## src/rtl/hazard_scoreboard_pkg.sv

```systemverilog
// hazard_pkg: shared widths, bypass encodings and pipeline slot record for the hazard scoreboard.
package hazard_pkg;
  localparam int REG_W = 5;
  localparam int CNT_W = 16;
  localparam logic [REG_W-1:0] ZERO_REG = '0;
  localparam logic [1:0] BYP_RF = 2'b00;
  localparam logic [1:0] BYP_XM = 2'b01;
  localparam logic [1:0] BYP_MW = 2'b10;
  typedef struct packed {
    logic wen;
    logic [REG_W-1:0] rd;
    logic is_load;
  } slot_t;
endpackage

```

## src/rtl/hazard_scoreboard_if.sv

```systemverilog
// hazard_scoreboard_if: decode-side request and scoreboard response bundle.
interface hazard_scoreboard_if;
  import hazard_pkg::*;
  logic d_valid;
  logic [REG_W-1:0] d_rs;
  logic [REG_W-1:0] d_rt;
  logic d_rs_used;
  logic d_rt_used;
  logic [REG_W-1:0] d_rd;
  logic d_wen;
  logic d_is_load;
  logic d_is_md;
  logic md_ready;
  logic stall;
  logic [1:0] byp_a_sel;
  logic [1:0] byp_b_sel;
  logic md_busy;
  logic [REG_W-1:0] md_rd;
  logic [CNT_W-1:0] stall_cycles;
  modport master (
    output d_valid, d_rs, d_rt, d_rs_used, d_rt_used, d_rd, d_wen, d_is_load, d_is_md, md_ready,
    input stall, byp_a_sel, byp_b_sel, md_busy, md_rd, stall_cycles
  );
  modport slave (
    input d_valid, d_rs, d_rt, d_rs_used, d_rt_used, d_rd, d_wen, d_is_load, d_is_md, md_ready,
    output stall, byp_a_sel, byp_b_sel, md_busy, md_rd, stall_cycles
  );
endinterface

```

## src/rtl/hazard_scoreboard_reg_hit.sv

```systemverilog
// reg_hit: register-number match against a writer, never matching register 0.
module reg_hit
  import hazard_pkg::*;
(
  input  logic             wen,
  input  logic [REG_W-1:0] rd,
  input  logic [REG_W-1:0] r,
  output logic             match
);
  assign match = wen & (rd == r) & (r != ZERO_REG);
endmodule

```

## src/rtl/hazard_scoreboard.sv

```systemverilog
// hazard_scoreboard: decode/execute stall and operand-bypass control with multdiv tracking.
module hazard_scoreboard
  import hazard_pkg::*;
(
  input logic clock,
  input logic reset_n,
  hazard_scoreboard_if.slave sb
);
  slot_t x_q, m_q, w_q, x_d;
  logic md_busy_q, md_busy_d;
  logic [REG_W-1:0] md_rd_q, md_rd_d;
  logic [1:0] byp_a_q, byp_a_d, byp_b_q, byp_b_d;
  logic [CNT_W-1:0] cnt_q, cnt_d;
  logic [REG_W-1:0] src [2];
  logic [1:0] used, hx, hm, hmd;
  logic waw, load_use, md_raw, stall, issue;
  assign src[0] = sb.d_rs;
  assign src[1] = sb.d_rt;
  assign used = {sb.d_rt_used, sb.d_rs_used};
  for (genvar i = 0; i < 2; i++) begin : g_src
    reg_hit u_hx  (.wen(x_q.wen),   .rd(x_q.rd),  .r(src[i]), .match(hx[i]));
    reg_hit u_hm  (.wen(m_q.wen),   .rd(m_q.rd),  .r(src[i]), .match(hm[i]));
    reg_hit u_hmd (.wen(md_busy_q), .rd(md_rd_q), .r(src[i]), .match(hmd[i]));
  end
  reg_hit u_waw (.wen(md_busy_q & sb.d_wen), .rd(md_rd_q), .r(sb.d_rd), .match(waw));
  always_comb begin
    load_use = x_q.is_load & |(hx & used);
    md_raw = |(hmd & used);
    stall = sb.d_valid & (load_use | md_raw | waw | (md_busy_q & sb.d_is_md));
    issue = sb.d_valid & ~stall;
    x_d = issue ? slot_t'{sb.d_wen & ~sb.d_is_md, sb.d_rd, sb.d_is_load} : '0;
    byp_a_d = ~(issue & used[0]) ? BYP_RF : hx[0] ? BYP_XM : hm[0] ? BYP_MW : BYP_RF;
    byp_b_d = ~(issue & used[1]) ? BYP_RF : hx[1] ? BYP_XM : hm[1] ? BYP_MW : BYP_RF;
    md_busy_d = (issue & sb.d_is_md) ? 1'b1 : sb.md_ready ? 1'b0 : md_busy_q;
    md_rd_d = (issue & sb.d_is_md) ? sb.d_rd : md_rd_q;
    cnt_d = (stall & ~&cnt_q) ? cnt_q + 1'b1 : cnt_q;
  end
  always_ff @(posedge clock or negedge reset_n) begin
    if (!reset_n) begin
      x_q <= '0;
      m_q <= '0;
      w_q <= '0;
      md_busy_q <= 1'b0;
      md_rd_q <= '0;
      byp_a_q <= BYP_RF;
      byp_b_q <= BYP_RF;
      cnt_q <= '0;
    end else begin
      x_q <= x_d;
      m_q <= x_q;
      w_q <= m_q;
      md_busy_q <= md_busy_d;
      md_rd_q <= md_rd_d;
      byp_a_q <= byp_a_d;
      byp_b_q <= byp_b_d;
      cnt_q <= cnt_d;
    end
  end
  assign sb.stall = stall;
  assign sb.byp_a_sel = byp_a_q;
  assign sb.byp_b_sel = byp_b_q;
  assign sb.md_busy = md_busy_q;
  assign sb.md_rd = md_rd_q;
  assign sb.stall_cycles = cnt_q;
endmodule

```

## src/flat_wrapper.sv

```systemverilog
// flat-port wrapper written by rule: the top's interface ports become plain ports
module hazard_scoreboard_flat import hazard_pkg::*;
  (clock, reset_n, sb_d_valid, sb_d_rs, sb_d_rt, sb_d_rs_used, sb_d_rt_used, sb_d_rd, sb_d_wen, sb_d_is_load, sb_d_is_md, sb_md_ready, sb_stall, sb_byp_a_sel, sb_byp_b_sel, sb_md_busy, sb_md_rd, sb_stall_cycles);
  hazard_scoreboard_if sb_i ();
  input logic clock;
  input logic reset_n;
  input wire logic [$bits(sb_i.d_valid)-1:0] sb_d_valid;
  input wire logic [$bits(sb_i.d_rs)-1:0] sb_d_rs;
  input wire logic [$bits(sb_i.d_rt)-1:0] sb_d_rt;
  input wire logic [$bits(sb_i.d_rs_used)-1:0] sb_d_rs_used;
  input wire logic [$bits(sb_i.d_rt_used)-1:0] sb_d_rt_used;
  input wire logic [$bits(sb_i.d_rd)-1:0] sb_d_rd;
  input wire logic [$bits(sb_i.d_wen)-1:0] sb_d_wen;
  input wire logic [$bits(sb_i.d_is_load)-1:0] sb_d_is_load;
  input wire logic [$bits(sb_i.d_is_md)-1:0] sb_d_is_md;
  input wire logic [$bits(sb_i.md_ready)-1:0] sb_md_ready;
  output wire logic [$bits(sb_i.stall)-1:0] sb_stall;
  output wire logic [$bits(sb_i.byp_a_sel)-1:0] sb_byp_a_sel;
  output wire logic [$bits(sb_i.byp_b_sel)-1:0] sb_byp_b_sel;
  output wire logic [$bits(sb_i.md_busy)-1:0] sb_md_busy;
  output wire logic [$bits(sb_i.md_rd)-1:0] sb_md_rd;
  output wire logic [$bits(sb_i.stall_cycles)-1:0] sb_stall_cycles;
  assign sb_i.d_valid = sb_d_valid;
  assign sb_i.d_rs = sb_d_rs;
  assign sb_i.d_rt = sb_d_rt;
  assign sb_i.d_rs_used = sb_d_rs_used;
  assign sb_i.d_rt_used = sb_d_rt_used;
  assign sb_i.d_rd = sb_d_rd;
  assign sb_i.d_wen = sb_d_wen;
  assign sb_i.d_is_load = sb_d_is_load;
  assign sb_i.d_is_md = sb_d_is_md;
  assign sb_i.md_ready = sb_md_ready;
  assign sb_stall = sb_i.stall;
  assign sb_byp_a_sel = sb_i.byp_a_sel;
  assign sb_byp_b_sel = sb_i.byp_b_sel;
  assign sb_md_busy = sb_i.md_busy;
  assign sb_md_rd = sb_i.md_rd;
  assign sb_stall_cycles = sb_i.stall_cycles;
  hazard_scoreboard u_core (.clock(clock), .reset_n(reset_n), .sb(sb_i));
endmodule
```

## config.mk

```make
export PLATFORM = sky130hd
export DESIGN_NAME = hazard_scoreboard_flat
export DESIGN_NICKNAME = d
export VERILOG_FILES = /design/src/rtl/hazard_scoreboard_pkg.sv /design/src/rtl/hazard_scoreboard_if.sv /design/src/rtl/hazard_scoreboard_reg_hit.sv /design/src/rtl/hazard_scoreboard.sv /design/src/flat_wrapper.sv
export SDC_FILE = /design/constraint.sdc
export NUM_CORES = 1
export LEC_CHECK = 0
export ABC_AREA = 1
export CAP_MARGIN = 5
export CORE_MARGIN = 5
export CORE_UTILIZATION = 52
export CTS_CLUSTER_SIZE = 28
export DETAILED_ROUTE_END_ITERATION = 7
export HOLD_SLACK_MARGIN = 0.1
export PLACE_DENSITY = 0.85
export SYNTH_ARGS = -nofsm -noshare
export SYNTH_HDL_FRONTEND = slang
export SYNTH_HIERARCHICAL = 1
export SYNTH_SLANG_ARGS = --single-unit
```

## constraint.sdc

```tcl
create_clock -name clock -period 2.4 [get_ports clock]
set_clock_uncertainty 0.15 [all_clocks]
set_input_delay 0.36 -clock clock [delete_from_list [all_inputs] [get_ports clock]]
set_output_delay 0.36 -clock clock [all_outputs]
set_load 0.03 [all_outputs]
```

# Yosys cells after proc, flatten, opt, wreduce, memory -nomap -nowiden
# Index checks and enable logic that the tools add are counted.
[word_totals]
register_bits = 39
input_bits = 24
[classes]
addsub = 1
eq_ne = 7
mux = 9
n_reduce_logical = 8
bitwise_logic = 31
[op_table]
columns = ["operator", "n"]
rows = [
  ["== test 5 bit", 7],
  ["bitwise AND 1 bit", 24],
  ["adder 16 x 1 -> 16 bit, second input constant", 1],
  ["AND reduction 16 bit", 1],
  ["nonzero test 5 bit", 3],
  ["two-way mux 2 bit", 6],
  ["two-way mux 7 bit", 1],
  ["bitwise AND 2 bit", 2],
  ["OR reduction 2 bit", 2],
  ["bitwise OR 1 bit", 3],
  ["two-way mux 1 bit", 2],
  ["inverter 1 bit", 2],
  ["nonzero test 2 bit", 1],
  ["zero test 1 bit", 1],
]

# Logic depth before layout (Yosys ltp)
[logic_depth]
word_depth = 14
ltp_mapped = 15

# Modules after synthesis
# The synthesis kept the hierarchy.
[modules_own_cells]
columns = ["module", "area_per_inst_um2", "cells_per_inst", "n_inst"]
rows = [
  ["hazard_scoreboard", 1903.1, 235, 1],
  ["reg_hit", 106.4, 26, 7],
]

# Worst setup path before layout
# Ideal clock, no wire load.
[synth_path]
path_kind = "reg2out"
from = "register u_core.md_rd_q[2] (netlist: u_core/sb.md_rd[2])"
to = "output sb_stall"
arrival_time_ns = 1.599
stages_incl_launch_ff = 13
required_time_ns = 1.890
path_slack_ns = 0.291
path_buffers = 0
path_cell_list = "dfrtp_1 inv_1 nand2_1 nand2_1 nor2_1 nand3_1 nor2_1 inv_1 nand2_1 nand2_1 nand3_2 nand2_1 inv_1"
[synth_between]
elab_chain_cells = 9
elab_cells_between_ends = 15
cone_classes = "eq/ne (3); bitwise (11); reduce/logical (1)"
[synth_lines]
columns = ["item", "line_no", "rtl"]
rows = [
  ["start, declared", "hazard_scoreboard.sv:11", "logic [REG_W-1:0] md_rd_q, md_rd_d;"],
  ["start signal, assigned", "hazard_scoreboard.sv:53", "md_rd_q <= md_rd_d;"],
  ["== test 5 bit", "hazard_scoreboard_reg_hit.sv:10", "assign match = wen & (rd == r) & (r != ZERO_REG);"],
  ["bitwise AND 1 bit (2 in a row)", "hazard_scoreboard_reg_hit.sv:10", ""],
  ["named net u_core.hmd[1]", "hazard_scoreboard.sv:15", "logic [1:0] used, hx, hm, hmd;"],
  ["bitwise AND 2 bit", "hazard_scoreboard.sv:28", "md_raw = |(hmd & used);"],
  ["OR reduction 2 bit", "hazard_scoreboard.sv:28", ""],
  ["bitwise OR 1 bit (3 in a row)", "hazard_scoreboard.sv:29", "stall = sb.d_valid & (load_use | md_raw | waw | (md_busy_q & sb.d_is_md));"],
  ["bitwise AND 1 bit", "hazard_scoreboard.sv:29", ""],
  ["end, declared", "flat_wrapper.sv:17", "output wire logic [$bits(sb_i.stall)-1:0] sb_stall;"],
]
# The timed path passes the listed nets, and every way through them passes these cells.

# Final worst setup path
[layout_path]
from = "register u_core.md_rd_q[0] (netlist: u_core/sb.md_rd[0])"
to = "output sb_stall"
# The elaborated chain is that of the path after synthesis.

==> summary.md <==
| Metric | Value |
|---|---|
| Ys flop type | dfrtp_1 |
| Top cell types by occurrence after synthesis | nand2_1 (174), inv_1 (65), nor2_1 (53), dfrtp_1 (39), nand3_1 (26) |
| Slew HR | 0.4527 |
| DR iter-0 viols | between 150 and 200 |
| Avg Vias per Cell | approximately 4.9 |
| Synth unique cells | 22 |
| N_diodes | 0 |
| Peak supply drop | around 0.00042 V |
| DRT Pass-1 Iters | 5 |
| Root buf cell | clkbuf_8 |
| Mapped cell area | 2648 µm² |
| WL per Instance | roughly 12 µm |
| Net Count, Synth | between 400 and 500 |
| Placed insts | 550 |
| Buffer depth of the longest clock path | 2 |
| Period minus WS final | 2.290 ns |
| CTS tree | yes |
| Max FO, Critical Path | 5 |
| Clock edge transition at the registers on the reported setup and hold paths | 0.07 ns |
| Max Fclk | 436.6 MHz |
| DRC | 0 |
| Adder-Cell Fraction of Synth Area | 0.004726 |
| Layout cells sized above 1 | 0.1344 |
| Via count | approximately 2800 |
| Compound-Gate Fraction of Synth Area | 0.02032 |
| Most common cell in the netlist | nand2_1 |
| Global-route wire length before repair | 11100 µm |
| Routed wire length | about 6800 µm |
| Antenna-violating nets left | 0 |
| Area grow syn2layout | 31.43% |
| # Max-Cap Violations | 0 |
| GRT Util Overall | 0.2135 |
| H-tree depth | 2 |
| # IOs | 51 |
| Critical path data arrival time | between 1.5 and 2 ns |
| Row cnt | 26 |
| Status | finished clean |
| Utilization after layout | 0.6946 |
| Slew of the pin with the lowest slew margin | roughly 0.8 ns |
| Register area share after synthesis | 0.3686 |
| Vias in the first global route | approximately 2500 |
| RSZ-0062 raised after global routing | false |
| Crit Path Category | reg -> out |
| Die width | roughly 81 µm |
| Largest net degree at the start of global routing | 40 |
| Final Hold Vio Count | 0 |
| Fin. max-slew vios | 0 |
| Most area-hungry cell type in the Yosys netlist | dfrtp_1 |
| Num CTS Buffers | 5 |
| PortBufs | 50 |
| Syn Inst Count | between 400 and 500 |
| Post-synthesis area per instance | roughly 6.3 µm² |
| Top-area cell type share of the netlist area | 0.3686 |
| Setup violators final | 0 |
| Die height | just over 80 µm |
| Post-Layout Cell Count | 561 |
| Die area | 6619 µm² |
| Crit path launch type | register |
| Ys async rst share | 1.000 |
| Final Cycle Share | 0.9543 |
| Clk_lat worst skew | around 0.28 ns |
| Pwr/cell area | 567.0 nW/µm² |
| Initial antenna violation count | 0 |
| Placeable Area | about 5000 µm² |
| Largest family of logic cells by synthesized area | simple AND/OR/NAND/NOR gates |
| Multiplexer share of the synthesized area | 0 |
| Main area contributors after synthesis | dfrtp_1 (37%), nand2_1 (25%), inv_1 (9.2%), nor2_1 (7.5%), nand3_1 (4.9%) |
| Clock sink count | 39 |
| Post-synthesis simple-gate area fraction | 0.4376 |
| Post-DP HPWL | 5069 µm |
| EDFF count, synth | 0 |
| Nets | just over 500 |
| Synthesis warning total | 6 |
| Setup TNS | 0 ns |
| Post-Synth XOR/XNOR Area | 0.04631 |
| HP Class | reg -> reg |
| Hold slack | between 0.2 and 0.3 ns |
| Routability cong. | a little over 0.9 |
| GRT overflow | 0 |
| Fillers | 420 |
| Synthesized flop and latch total | 39 |
| Leak | between 1.5 and 2 nW |
| Initial Utilization | 0.5285 |
| Critical Path RT | between 1.5 and 2 ns |
| Critical Path Sink Type | output port |
cells by family after synthesis:
| family | after synthesis |
|---|---|
| AND/OR/NAND/NOR | 275 |
| buffers and inverters | 78 |
| flip-flops | 39 |
| XOR/XNOR | 14 |
| AO/OA/AOI/OAI | 10 |
| adder cells (fa/ha/maj) | 1 |
stage by stage:
stage / power [W] / area [µm²] / setup WS [ns]
2_1_floorplan: 0.001167 / 2648 / 0.2912
3_3_place_gp: 0.001401 / 3318 / -0.1401
3_5_place_dp: 0.001425 / 3318 / -0.1996
4_1_cts: 0.001955 / 3435 / 0.07598
5_1_grt: 0.002079 / 3480 / 0.004734
6_report: 0.001973 / 3480 / 0.1096
worst paths after layout:
path | startpoint | endpoint | slack, ns | cells past startpoint
min in group asynchronous | reset_n | u_core/sb.md_busy | 0.57 | 2
max in group asynchronous | reset_n | u_core/sb.md_rd[4] | 0.97 | 2
setup reg to reg | u_core/sb.md_rd[0] | u_core/sb.md_rd[1] | 0.32 | 12
hold reg to reg | u_core/x_q[6] | u_core/m_q[6] | 0.30 | 0
setup / recovery | u_core/sb.md_rd[0] | sb_stall | 0.11 | 13
hold / removal | u_core/x_q[6] | u_core/m_q[6] | 0.30 | 0
layout make-up:
class,count,area (µm²),share of cell area
multi-input cells,300,1355,0.3894
clock buffers,5,68.82,0.01978
flip-flops and latches,39,984.7,0.2830
clock inverters,2,37.54,0.01079
inverters,75,281.5,0.08091
well taps,70,87.58,0.02517
repair buffers,70,664.4,0.1909
cells in the final DEF, fill, tap and decap left out:
cell type        Yosys  layout
a21oi_1              7       7
nand3_4              1       1
inv_1               65      63
buf_2                0       1
nor2_2               2       4
buf_4                0      17
nand4_1              6       6
inv_2                9      11
buf_6                2       1
dlygate4sd3_1        0       1
bufinv_16            0       1
clkdlybuf4s50_1      0      37
o21ai_0              2       2
nand2_4              1       1
nand3_1             26      26
nand2_1            174     173
a21oi_2              1       1
buf_12               1       2
dfrtp_1             39      32
dfrtp_2              0       7
xnor2_1             11      11
nand2_2              7       8
dlygate4sd2_1        0      10
clkbuf_8             0       5
dlymetal6s2s_1       0       1
clkinvlp_4           0       1
nor2_1              53      51
nand3_2              2       2
ha_1                 1       1
clkinv_1             1       1
nor2_4               3       3
xor2_1               3       3
power breakdown:
part,leakage [nW],switching [W],internal [W]
Clock,0.0502,0.000222,0.000304
Combinational,1.28,0.000352,0.000261
Sequential,0.512,0.000112,0.000721
flip-flops by register name, indices dropped and copies added (netlist names):
register and count:
u_core/m_q 6, u_core/sb.byp_a_sel 2, u_core/sb.byp_b_sel 2, u_core/sb.md_busy 1, u_core/sb.md_rd 5, u_core/sb.stall_cycles 16
u_core/x_q 7
per-layer routing:
layer  part of all wire  track usage
met5                  0            0
met1               0.43       0.2769
met3              0.064      0.02882
met2               0.48       0.3648
met4              0.026      0.07095
what timing repair did:
action | in CTS | in global routing
hold buffers | 1 | 0
gates resized for setup | 14 | 10
endpoints found under the hold margin | 39 | 0
setup endpoints to repair | 1 | 1
pin swaps | 1 | 6
setup buffers | 1 | 2
worst max-delay path, cell delays in order, from the launching register on:
cell     delay (ns)
dfrtp_2        0.44
inv_2          0.05
nand2_1        0.07
nand2_1        0.07
nor2_1         0.10
nand3_1        0.08
nor2_1         0.17
inv_1          0.06
nand2_1        0.07
nand2_1        0.06
nand3_2        0.09
nand2_2        0.06
inv_2          0.06
buf_6          0.12
No activity file was read; power rests on OpenSTA's default activity.
